### config.mk
export PLATFORM = sky130hd
export DESIGN_NAME = ahb_bus_arbiter
export DESIGN_NICKNAME = d
export VERILOG_FILES = /design/src/rtl/ahb_bus_arbiter.sv
export SDC_FILE = /design/constraint.sdc
export NUM_CORES = 1
export LEC_CHECK = 0
export CAP_MARGIN = 15
export CORE_ASPECT_RATIO = 1.4
export CORE_MARGIN = 2
export CORE_UTILIZATION = 48
export CTS_BUF_LIST = sky130_fd_sc_hd__clkbuf_4
export CTS_CLUSTER_SIZE = 8
export DETAILED_ROUTE_END_ITERATION = 16
export PLACE_DENSITY_LB_ADDON = 0.3
export RECOVER_POWER = 50
export SYNTH_ARGS = -nofsm -noshare
export SYNTH_HDL_FRONTEND = slang
export SYNTH_SLANG_ARGS = --single-unit
### constraint.sdc
create_clock -name clk -period 3.25 [get_ports clk]
set_clock_uncertainty 0.1 [all_clocks]
set_input_delay 0.8125 -clock clk [delete_from_list [all_inputs] [get_ports clk]]
set_output_delay 0.8125 -clock clk [all_outputs]
set_load 0.1 [all_outputs]
### src/rtl/ahb_bus_arbiter.sv
// Round-robin arbiter sharing one AHB slave port among NUM_MASTERS requesters.
// Grants are bounded by a beat quota, honour HLOCK, and park on master 0 when idle.
module ahb_bus_arbiter #(
  parameter int NUM_MASTERS = 4,
  parameter int MAX_BEATS   = 8,
  parameter int MW          = (NUM_MASTERS > 1) ? $clog2(NUM_MASTERS) : 1
) (
  input  logic                   clk,
  input  logic                   hreset,
  input  logic [NUM_MASTERS-1:0] hbusreq,
  input  logic [NUM_MASTERS-1:0] hlock,
  input  logic [1:0]             htrans,
  input  logic                   hready,
  output logic [NUM_MASTERS-1:0] hgrant,
  output logic [MW-1:0]          hmaster,
  output logic [MW-1:0]          hmaster_data,
  output logic                   hmastlock
);

  localparam int              CW       = (MAX_BEATS > 1) ? $clog2(MAX_BEATS) : 1;
  localparam logic [CW-1:0]   CNT_MAX  = CW'(MAX_BEATS - 1);
  localparam logic [MW:0]     N_EXT    = (MW + 1)'(NUM_MASTERS);
  localparam logic [MW-1:0]   LAST_IDX = MW'(NUM_MASTERS - 1);

  typedef enum logic [1:0] {st_park, st_own, st_lock} state_t;

  state_t                 state_reg, state_next;
  logic [MW-1:0]          hmaster_reg, hmaster_next;
  logic [MW-1:0]          hmaster_data_reg;
  logic [MW-1:0]          last_grant_reg, last_grant_next;
  logic [CW-1:0]          beat_cnt_reg, beat_cnt_next;
  logic [NUM_MASTERS-1:0] hgrant_reg, hgrant_next;
  logic                   hmastlock_reg, hmastlock_next;

  logic                   htrans_unused;
  logic                   beat, owner_req, owner_lock, any_req, other_req;
  logic                   quota_hit, rearb;
  logic [MW-1:0]          scan_base, offset, winner;
  logic [NUM_MASTERS-1:0] req_rot, req_first;
  logic [MW:0]            win_sum;

  // Only the upper HTRANS bit distinguishes an active beat from IDLE/BUSY.
  assign htrans_unused = htrans[0];
  assign beat          = htrans[1];

  assign owner_req  = |(hbusreq & hgrant_reg);
  assign owner_lock = |(hlock & hgrant_reg);
  assign other_req  = |(hbusreq & ~hgrant_reg);
  assign any_req    = |hbusreq;
  assign quota_hit  = beat && (beat_cnt_reg == CNT_MAX);
  assign rearb      = !owner_req || ((state_reg == st_park) && any_req)
                    || (quota_hit && other_req);

  // Rotate requests so bit 0 is the master right after last_grant; the current
  // owner lands in the top bit and is therefore considered last.
  assign scan_base = (last_grant_reg == LAST_IDX) ? '0 : last_grant_reg + MW'(1);
  assign req_rot   = NUM_MASTERS'({hbusreq, hbusreq} >> scan_base);
  assign req_first = req_rot & (~req_rot + NUM_MASTERS'(1));

  genvar gi;
  generate
    for (gi = 0; gi < NUM_MASTERS; gi++) begin : g_enc
      logic [MW-1:0] acc;
      if (gi == 0) begin : g_first
        assign acc = '0;
      end else begin : g_rest
        assign acc = g_enc[gi-1].acc | (req_first[gi] ? MW'(gi) : '0);
      end
      assign hgrant_next[gi] = (hmaster_next == MW'(gi));
    end
  endgenerate

  assign offset  = g_enc[NUM_MASTERS-1].acc;
  assign win_sum = {1'b0, scan_base} + {1'b0, offset};
  assign winner  = (win_sum >= N_EXT) ? MW'(win_sum - N_EXT) : win_sum[MW-1:0];

  always_ff @(posedge clk or posedge hreset) begin
    if (hreset) begin
      state_reg        <= st_park;
      hmaster_reg      <= '0;
      hmaster_data_reg <= '0;
      last_grant_reg   <= '0;
      beat_cnt_reg     <= '0;
      hgrant_reg       <= NUM_MASTERS'(1);
      hmastlock_reg    <= 1'b0;
    end else if (hready) begin
      state_reg        <= state_next;
      hmaster_reg      <= hmaster_next;
      hmaster_data_reg <= hmaster_reg;
      last_grant_reg   <= last_grant_next;
      beat_cnt_reg     <= beat_cnt_next;
      hgrant_reg       <= hgrant_next;
      hmastlock_reg    <= hmastlock_next;
    end
  end

  always_comb begin
    state_next      = state_reg;
    hmaster_next    = hmaster_reg;
    last_grant_next = last_grant_reg;
    beat_cnt_next   = beat_cnt_reg;
    if (hready) begin
      // A locked owner keeps the bus until it drops hlock; that last locked
      // edge only leaves LOCK, so the grant can move on the following edge.
      if (state_reg == st_lock) begin
        if (!owner_lock) state_next = st_own;
      end else if ((state_reg == st_own) && owner_lock) begin
        state_next = st_lock;
      end else if (rearb) begin
        if (any_req) begin
          hmaster_next = winner;
          state_next   = st_own;
        end else begin
          hmaster_next = '0;
          state_next   = st_park;
        end
      end
      if (hmaster_next != hmaster_reg) begin
        last_grant_next = hmaster_next;
        beat_cnt_next   = '0;
      end else if (beat && (beat_cnt_reg != CNT_MAX)) begin
        beat_cnt_next = beat_cnt_reg + CW'(1);
      end
    end
  end

  always_comb begin
    hmastlock_next = (state_next == st_lock);
  end

  assign hgrant       = hgrant_reg;
  assign hmaster      = hmaster_reg;
  assign hmaster_data = hmaster_data_reg;
  assign hmastlock    = hmastlock_reg;

endmodule

After elaboration in Yosys (flattened, before gate mapping)
Index checks and enable logic that the tools add are counted.
{"block": "op_classes", "addsub": 5, "n_lt_le_gt_ge": 1, "eq_ne": 10, "shifts": 1, "n_mux": 19, "n_bitwise": 8, "reduce_logical": 17}
{"operator": "two-way mux 2 bit", "n": 15}
{"operator": "bitwise AND 4 bit", "n": 4}
{"operator": "OR reduction 4 bit", "n": 4}
{"operator": "== test 2 bit, second input constant", "n": 5}
{"operator": "NOT 4 bit", "n": 2}
{"operator": "right shift 8 x 2 -> 4 bit", "n": 1}
{"operator": "two-way mux 3 bit", "n": 2}
{"operator": "logical AND 1 bit", "n": 5}
{"operator": "adder 4 x 1 -> 4 bit, second input constant", "n": 1}
{"operator": "== test 2 x 1 -> 1 bit, second input constant", "n": 2}
{"operator": "zero test 2 bit", "n": 2}
{"operator": "AND reduction 2 bit", "n": 2}
{"operator": "adder 2 x 2 -> 3 bit", "n": 1}
{"operator": "adder 3 x 1 -> 3 bit, second input constant", "n": 1}
{"operator": "== test 3 bit, second input constant", "n": 1}
{"operator": "greater-or-equal comparator 3 bit, second input constant", "n": 1}
{"operator": "inequality test 3 bit, second input constant", "n": 1}
{"operator": "adder 2 x 1 -> 2 bit, second input constant", "n": 1}
{"operator": "logical OR 1 bit", "n": 2}
{"operator": "two-way mux 1 bit", "n": 2}
{"operator": "inequality test 2 bit", "n": 1}
{"operator": "bitwise OR 1 x 2 -> 2 bit", "n": 1}
{"operator": "bitwise OR 2 bit", "n": 1}
{"operator": "nonzero test 2 bit", "n": 1}
{"operator": "2 further kinds", "n": 2}
{"block": "word_totals", "register_bits": 16, "input_bits": 13, "out_inout_bits": 9, "elab_cells": 68}

Logic depth before layout (Yosys ltp)
{"block": "logic_depth", "depth_word": 20, "mapped_depth": 13, "depth_no_buf": 13}

Worst setup path after synthesis
OpenSTA, ideal clock, no wires.
{"block": "synth_path", "path_type": "input to register", "start": "input hbusreq[1]", "end": "register last_grant_reg[0]", "setup_ps": 125, "arrival_time_ps": 2975, "required_time_ps": 3025, "slack_ps": 50, "path_stages": 11, "path_cell_list": "inv_1 o21ai_0 a21oi_1 a211oi_1 a21oi_1 ha_1 xnor2_1 or3_2 o311ai_2 a2111oi_4 mux2_4"}
{"block": "synth_between", "elab_chain_len": 17}
{"element": "start: declaration", "line_no": "10", "text": "input logic [NUM_MASTERS-1:0] hbusreq,"}
{"element": "right shift 8 x 2 -> 4 bit", "line_no": "57", "text": "assign req_rot = NUM_MASTERS'({hbusreq, hbusreq} >> scan_base);"}
{"element": "NOT 4 bit", "line_no": "58", "text": "assign req_first = req_rot & (~req_rot + NUM_MASTERS'(1));"}
{"element": "adder 4 x 1 -> 4 bit", "line_no": "58"}
{"element": "bitwise AND 4 bit", "line_no": "58"}
{"element": "two-way mux 1 bit or two-way mux 2 bit (tied branches)", "line_no": "67", "text": "assign acc = g_enc[gi-1].acc | (req_first[gi] ? MW'(gi) : '0);"}
{"element": "bitwise OR 1 x 2 -> 2 bit", "line_no": "67"}
{"element": "bitwise OR 2 bit", "line_no": "67"}
{"element": "adder 2 x 2 -> 3 bit", "line_no": "74", "text": "assign win_sum = {1'b0, scan_base} + {1'b0, offset};"}
{"element": "greater-or-equal comparator 3 bit or subtractor 2 x 1 -> 2 bit (tied branches)", "line_no": "75", "text": "assign winner = (win_sum >= N_EXT) ? MW'(win_sum - N_EXT) : win_sum[MW-1:0];"}
{"element": "two-way mux 2 bit", "line_no": "75"}
{"element": "two-way mux 2 bit", "line_no": "110", "text": "if (any_req) begin"}
{"element": "two-way mux 2 bit (*)", "line_no": "109", "text": "end else if (rearb) begin"}
{"element": "two-way mux 2 bit (*)", "line_no": "107", "text": "end else if ((state_reg == st_own) && owner_lock) begin"}
{"element": "two-way mux 2 bit (*)", "line_no": "105", "text": "if (state_reg == st_lock) begin"}
{"element": "two-way mux 2 bit (*)", "line_no": "102", "text": "if (hready) begin"}
{"element": "inequality test 2 bit", "line_no": "118", "text": "if (hmaster_next != hmaster_reg) begin"}
{"element": "AND reduction 2 bit (no source line)"}
{"element": "end signal: assignment", "line_no": "90", "text": "last_grant_reg <= last_grant_next;"}
{"element": "end: declaration", "line_no": "30", "text": "logic [MW-1:0] last_grant_reg, last_grant_next;"}
Mark *: on every way between the ends. The rest lies on a longest branch, timed or not. The select of a mux whose other input is x is not followed.
A chain may end at the register's enable or synchronous reset.

Worst setup path after layout
{"block": "layout_path", "start": "register last_grant_reg[1]", "end": "register last_grant_reg[1]"}
{"block": "layout_between", "elab_chain_len": 19}
{"element": "adder 2 x 1 -> 2 bit or == test 2 bit (tied branches)", "line_no": "56", "text": "assign scan_base = (last_grant_reg == LAST_IDX) ? '0 : last_grant_reg + MW'(1);"}
{"element": "two-way mux 2 bit (*)", "line_no": "56"}
{"element": "right shift 8 x 2 -> 4 bit", "line_no": "57"}
{"element": "NOT 4 bit", "line_no": "58"}
{"element": "adder 4 x 1 -> 4 bit", "line_no": "58"}
{"element": "bitwise AND 4 bit", "line_no": "58"}
{"element": "two-way mux 1 bit or two-way mux 2 bit (tied branches)", "line_no": "67"}
{"element": "bitwise OR 1 x 2 -> 2 bit", "line_no": "67"}
{"element": "[3 not listed]"}
{"element": "two-way mux 2 bit (*)", "line_no": "75"}
{"element": "two-way mux 2 bit (*)", "line_no": "110"}
{"element": "two-way mux 2 bit (*)", "line_no": "109"}
{"element": "two-way mux 2 bit (*)", "line_no": "107"}
{"element": "two-way mux 2 bit (*)", "line_no": "105"}
{"element": "two-way mux 2 bit (*)", "line_no": "102"}
{"element": "inequality test 2 bit", "line_no": "118"}
{"element": "AND reduction 2 bit (no source line)"}
Marks and branches as above.

==> qor.csv <==
stage,metric,value,unit
outcome,outcome,"finished, final reports clean",
cells_and_area,drive_gt1_frac,0.3931,
global_routing,grt_max_degree,18,
synth,syn_area,0.001166,mm2
worst_setup_path,path_cells,ha_1 > nand2_1 > a21oi_1 > nor2_1 > a21oi_1 > a21oi_2 > ha_2 > xnor2_2 > buf_6 > o311ai_4 > a2111oi_4 > buf_4 > mux2_4,
synth,yosys.area_share.simple,0.2028,
cells_and_area,nNetsFinal,191,
detailed_routing,ant_nets,0,
detailed_routing,vias,1183,
cts,cts_root_buffer,clkbuf_4,
cells_and_area,n_antenna_cell,0,
run,max_cap_viol_count,0,
global_routing,grtUsageTotal,0.2497,
cts,cts_tree,done,
floorplanning,core,0.002338,mm2
synth,yosys-top-cells-area,"dfrtp_1 32%, nand2_1 4.5%, a21oi_1 4.3%, ha_1 4.3%, nor2_1 4.2%",
cells_and_area,fillCellCount,179,
floorplanning,die_y,62.32,um
cts,cts_hold_buf,0,
cells_and_area,design_area,0.001679,mm2
timing,worst_slew_pin_slew,1156,ps
detailed_routing,wl_per_cell,16.41,um
cts,htreeDepth,1,
detailed_routing,drt_pass1_iterations,4,
floorplanning,die_area,0.002845,mm2
synth,synth_compound_area_frac,0.2350,
timing,maxSlewViolCount,0,
cells_and_area,largest_reg_flops,4,
worst_setup_path,crit_arrival,3230,ps
worst_setup_path,crit_required,3330,ps
synth,synthArstFlopShare,1.000,
worst_setup_path,slowest_stage,ha_1,
place,portBuffers,20,
worst_setup_path,worst-setup-path-type,reg2reg,
worst_setup_path,crit_top_cell,a21oi_1,
synth,synthCells,133,
synth,synth-seq-area-share,0.3444,
floorplanning,die_w,45.66,um
synth,synth_mux_area_frac,0.07189,
synth,synthXorXnorAreaFrac,0.03755,
cts,insertion_delay,300,ps
global_routing,top_usage_layer,met2,
global_routing,antenna_found_initial,0,
floorplanning,initial_core_util,0.4987,
synth,synth.avg_cell_area,8.768,um2
cells_and_area,final_util,0.7180,
synth,synth_edf_count,0,
timing,period_share,0.9715,
floorplanning,rows,21,
worst_hold_path,hp-class,reg2reg,
global_routing,grt_pass1_vias,1233,
synth,synth_top_family_by_area,compound AO/OA/AOI/OAI gates,
timing,finalCriticalPeriod,3157,ps
detailed_routing,routed_wl,3217,um
timing,setup_viol,0,
cells_and_area,multi_input_area,824.5,um2
cts,clockBufferDepth,2,
worst_setup_path,critPathLaunchType,flop,
cells_and_area,syn2layout_area_growth,43.99,%
cts,clkTransAtPathRegs,80,ps
detailed_routing,drcViolationCount,0,
synth,synth_top_cell_by_area,dfrtp_1,
place,routabilityCongestion,0.8620,
synth,yosysWarningCount,0,
timing,final_hold_viol_count,0,
synth,synth-seq-cells,16,
synth,synthFlopType,dfrtp_1,
global_routing,use_met3,0.03198,
timing,slew_headroom,0.2327,
synth,syn-num-nets,150,
worst_setup_path,crit_path_end_kind,flop,
synth,synth_cell_type_count,46,
global_routing,grt_use_met2,0.4384,
worst_setup_path,critPathMaxFanout,7,
timing,whs,415.9,ps
global_routing,grt_pass1_wl,5223,um
global_routing,overflow,0,
timing,fmax,316.7,MHz
place,placed_area,0.001484,mm2
cts,cts-buffers-inserted,3,
synth,synth_top_area_share,0.3219,
detailed_routing,viasPerCell,6.036,
cts,cts_sinks,16,
floorplanning,io_pins,22,
worst_setup_path,cpPeakStageDelay,470,ps
detailed_routing,drt_iter0_markers,49,
place,hpwl,2244,um
synth,synth_fa_ha_area_frac,0.04292,
cells_and_area,area.sequential,401.6,um2
global_routing,use_met1,0.2741,
worst paths after layout:
kind                       slack, ps  depth (start not counted)                       endpoint                           from
min in group asynchronous        910                          2          hmastlock$_DFFE_PP0P_                         hreset
setup reg to reg                  90                         13  last_grant_reg[1]$_DFFE_PP0P_  last_grant_reg[1]$_DFFE_PP0P_
hold reg to reg                  420                          2          hgrant[0]$_DFFE_PP1P_          hgrant[0]$_DFFE_PP1P_
max in group asynchronous       1730                          2          hgrant[2]$_DFFE_PP0P_                         hreset
hold / removal                   420                          2          hgrant[0]$_DFFE_PP1P_          hgrant[0]$_DFFE_PP1P_
setup / recovery                  90                         13  last_grant_reg[1]$_DFFE_PP0P_  last_grant_reg[1]$_DFFE_PP0P_
worst max-delay path, delay by kind of cell, from the launching register on:
kind | cells | cell delay [ps]
multiplexers | 1 | 300
adder cells (fa/ha/maj) | 2 | 660
AO/OA/AOI/OAI | 5 | 840
AND/OR/NAND/NOR | 2 | 150
flip-flops | 1 | 420
buffers and inverters | 2 | 350
XOR/XNOR | 1 | 220
cells in the mapped netlist (all sizes together), types with 2 or more instances:
| master | number |
|---|---|
| nor2b | 2 |
| nand3 | 2 |
| mux2i | 2 |
| inv | 10 |
| or3 | 2 |
| o22ai | 3 |
| dfrtp | 15 |
| xor2 | 2 |
| nor2 | 14 |
| a21oi | 10 |
| mux2 | 5 |
| ha | 4 |
| nand4 | 2 |
| o21ai | 6 |
| a22oi | 4 |
| nand2b | 5 |
| buf | 3 |
| nand2 | 14 |
| xnor2 | 3 |
| o32ai | 2 |
| clkbuf | 4 |
| nor4 | 2 |
through the flow:
| step | TNS (ps) | worst slack, ps | cells |
|---|---|---|---|
| floorplan | 0 | 49.87 | 133 |
| global placement | -3050 | -407.2 | 189 |
| detailed placement | -3848 | -470.2 | 189 |
| CTS | 0 | 1.411 | 195 |
| global route | -158.8 | -57.92 | 196 |
| finish | 0 | 92.70 | 196 |
final cells by class:
| type | instances | area share |
|---|---|---|
| Multi-Input combinational cell | 100 | 0.4911 |
| Sequential cell | 16 | 0.2392 |
| Timing Repair Buffer | 43 | 0.2124 |
| Inverter | 10 | 0.02235 |
| Clock buffer | 4 | 0.01788 |
| Tap cell | 23 | 0.01714 |
cells in the final DEF, fill, tap and decap left out, types with 2 or more instances in the layout:
cell / count
xor2_1: 2
a22oi_1: 4
nand2b_1: 5
clkdlybuf4s50_1: 4
clkbuf_4: 4
inv_1: 9
a21oi_1: 6
nor2_2: 3
dlygate4sd3_1: 3
o22ai_1: 2
nand2_1: 13
dlymetal6s2s_1: 4
clkbuf_1: 2
nand4_1: 2
mux2i_1: 2
mux2_2: 3
buf_4: 29
nand3_1: 2
xnor2_2: 2
dfrtp_1: 15
a21oi_2: 4
nor2_1: 11
o32ai_2: 2
o21ai_0: 5
ha_1: 3
mux2_4: 2
cells by family (layout without fill, tap and decap cells):
| group | after synthesis | count (layout) |
|---|---|---|
| and+or+nand+nor | 48 | 48 |
| AOI/OAI and AO/OA | 36 | 36 |
| buffers and inverters | 17 | 57 |
| DFF | 16 | 16 |
| muxes | 7 | 7 |
| xor gates and xnor gates | 5 | 5 |
| adders and majority gates | 4 | 4 |
per-layer routing:
| metal | routed length (um) | share of wire |
|---|---|---|
| met1 | 1197 | 0.37 |
| met2 | 1783 | 0.55 |
| met3 | 120 | 0.037 |
| met4 | 116 | 0.036 |
| met5 | 0 | 0 |
timing repair:
item | in CTS | in global routing
buffers inserted | 2 | 1
endpoints found under the hold margin | 0 | 0
pin swaps | 4 | 8
setup endpoints to repair | 8 | 10
gates resized for setup | 10 | 22
Power is left out: the tool's default activity adds up to more than one toggle a clock period on the data nets, which glitch-free logic cannot reach.
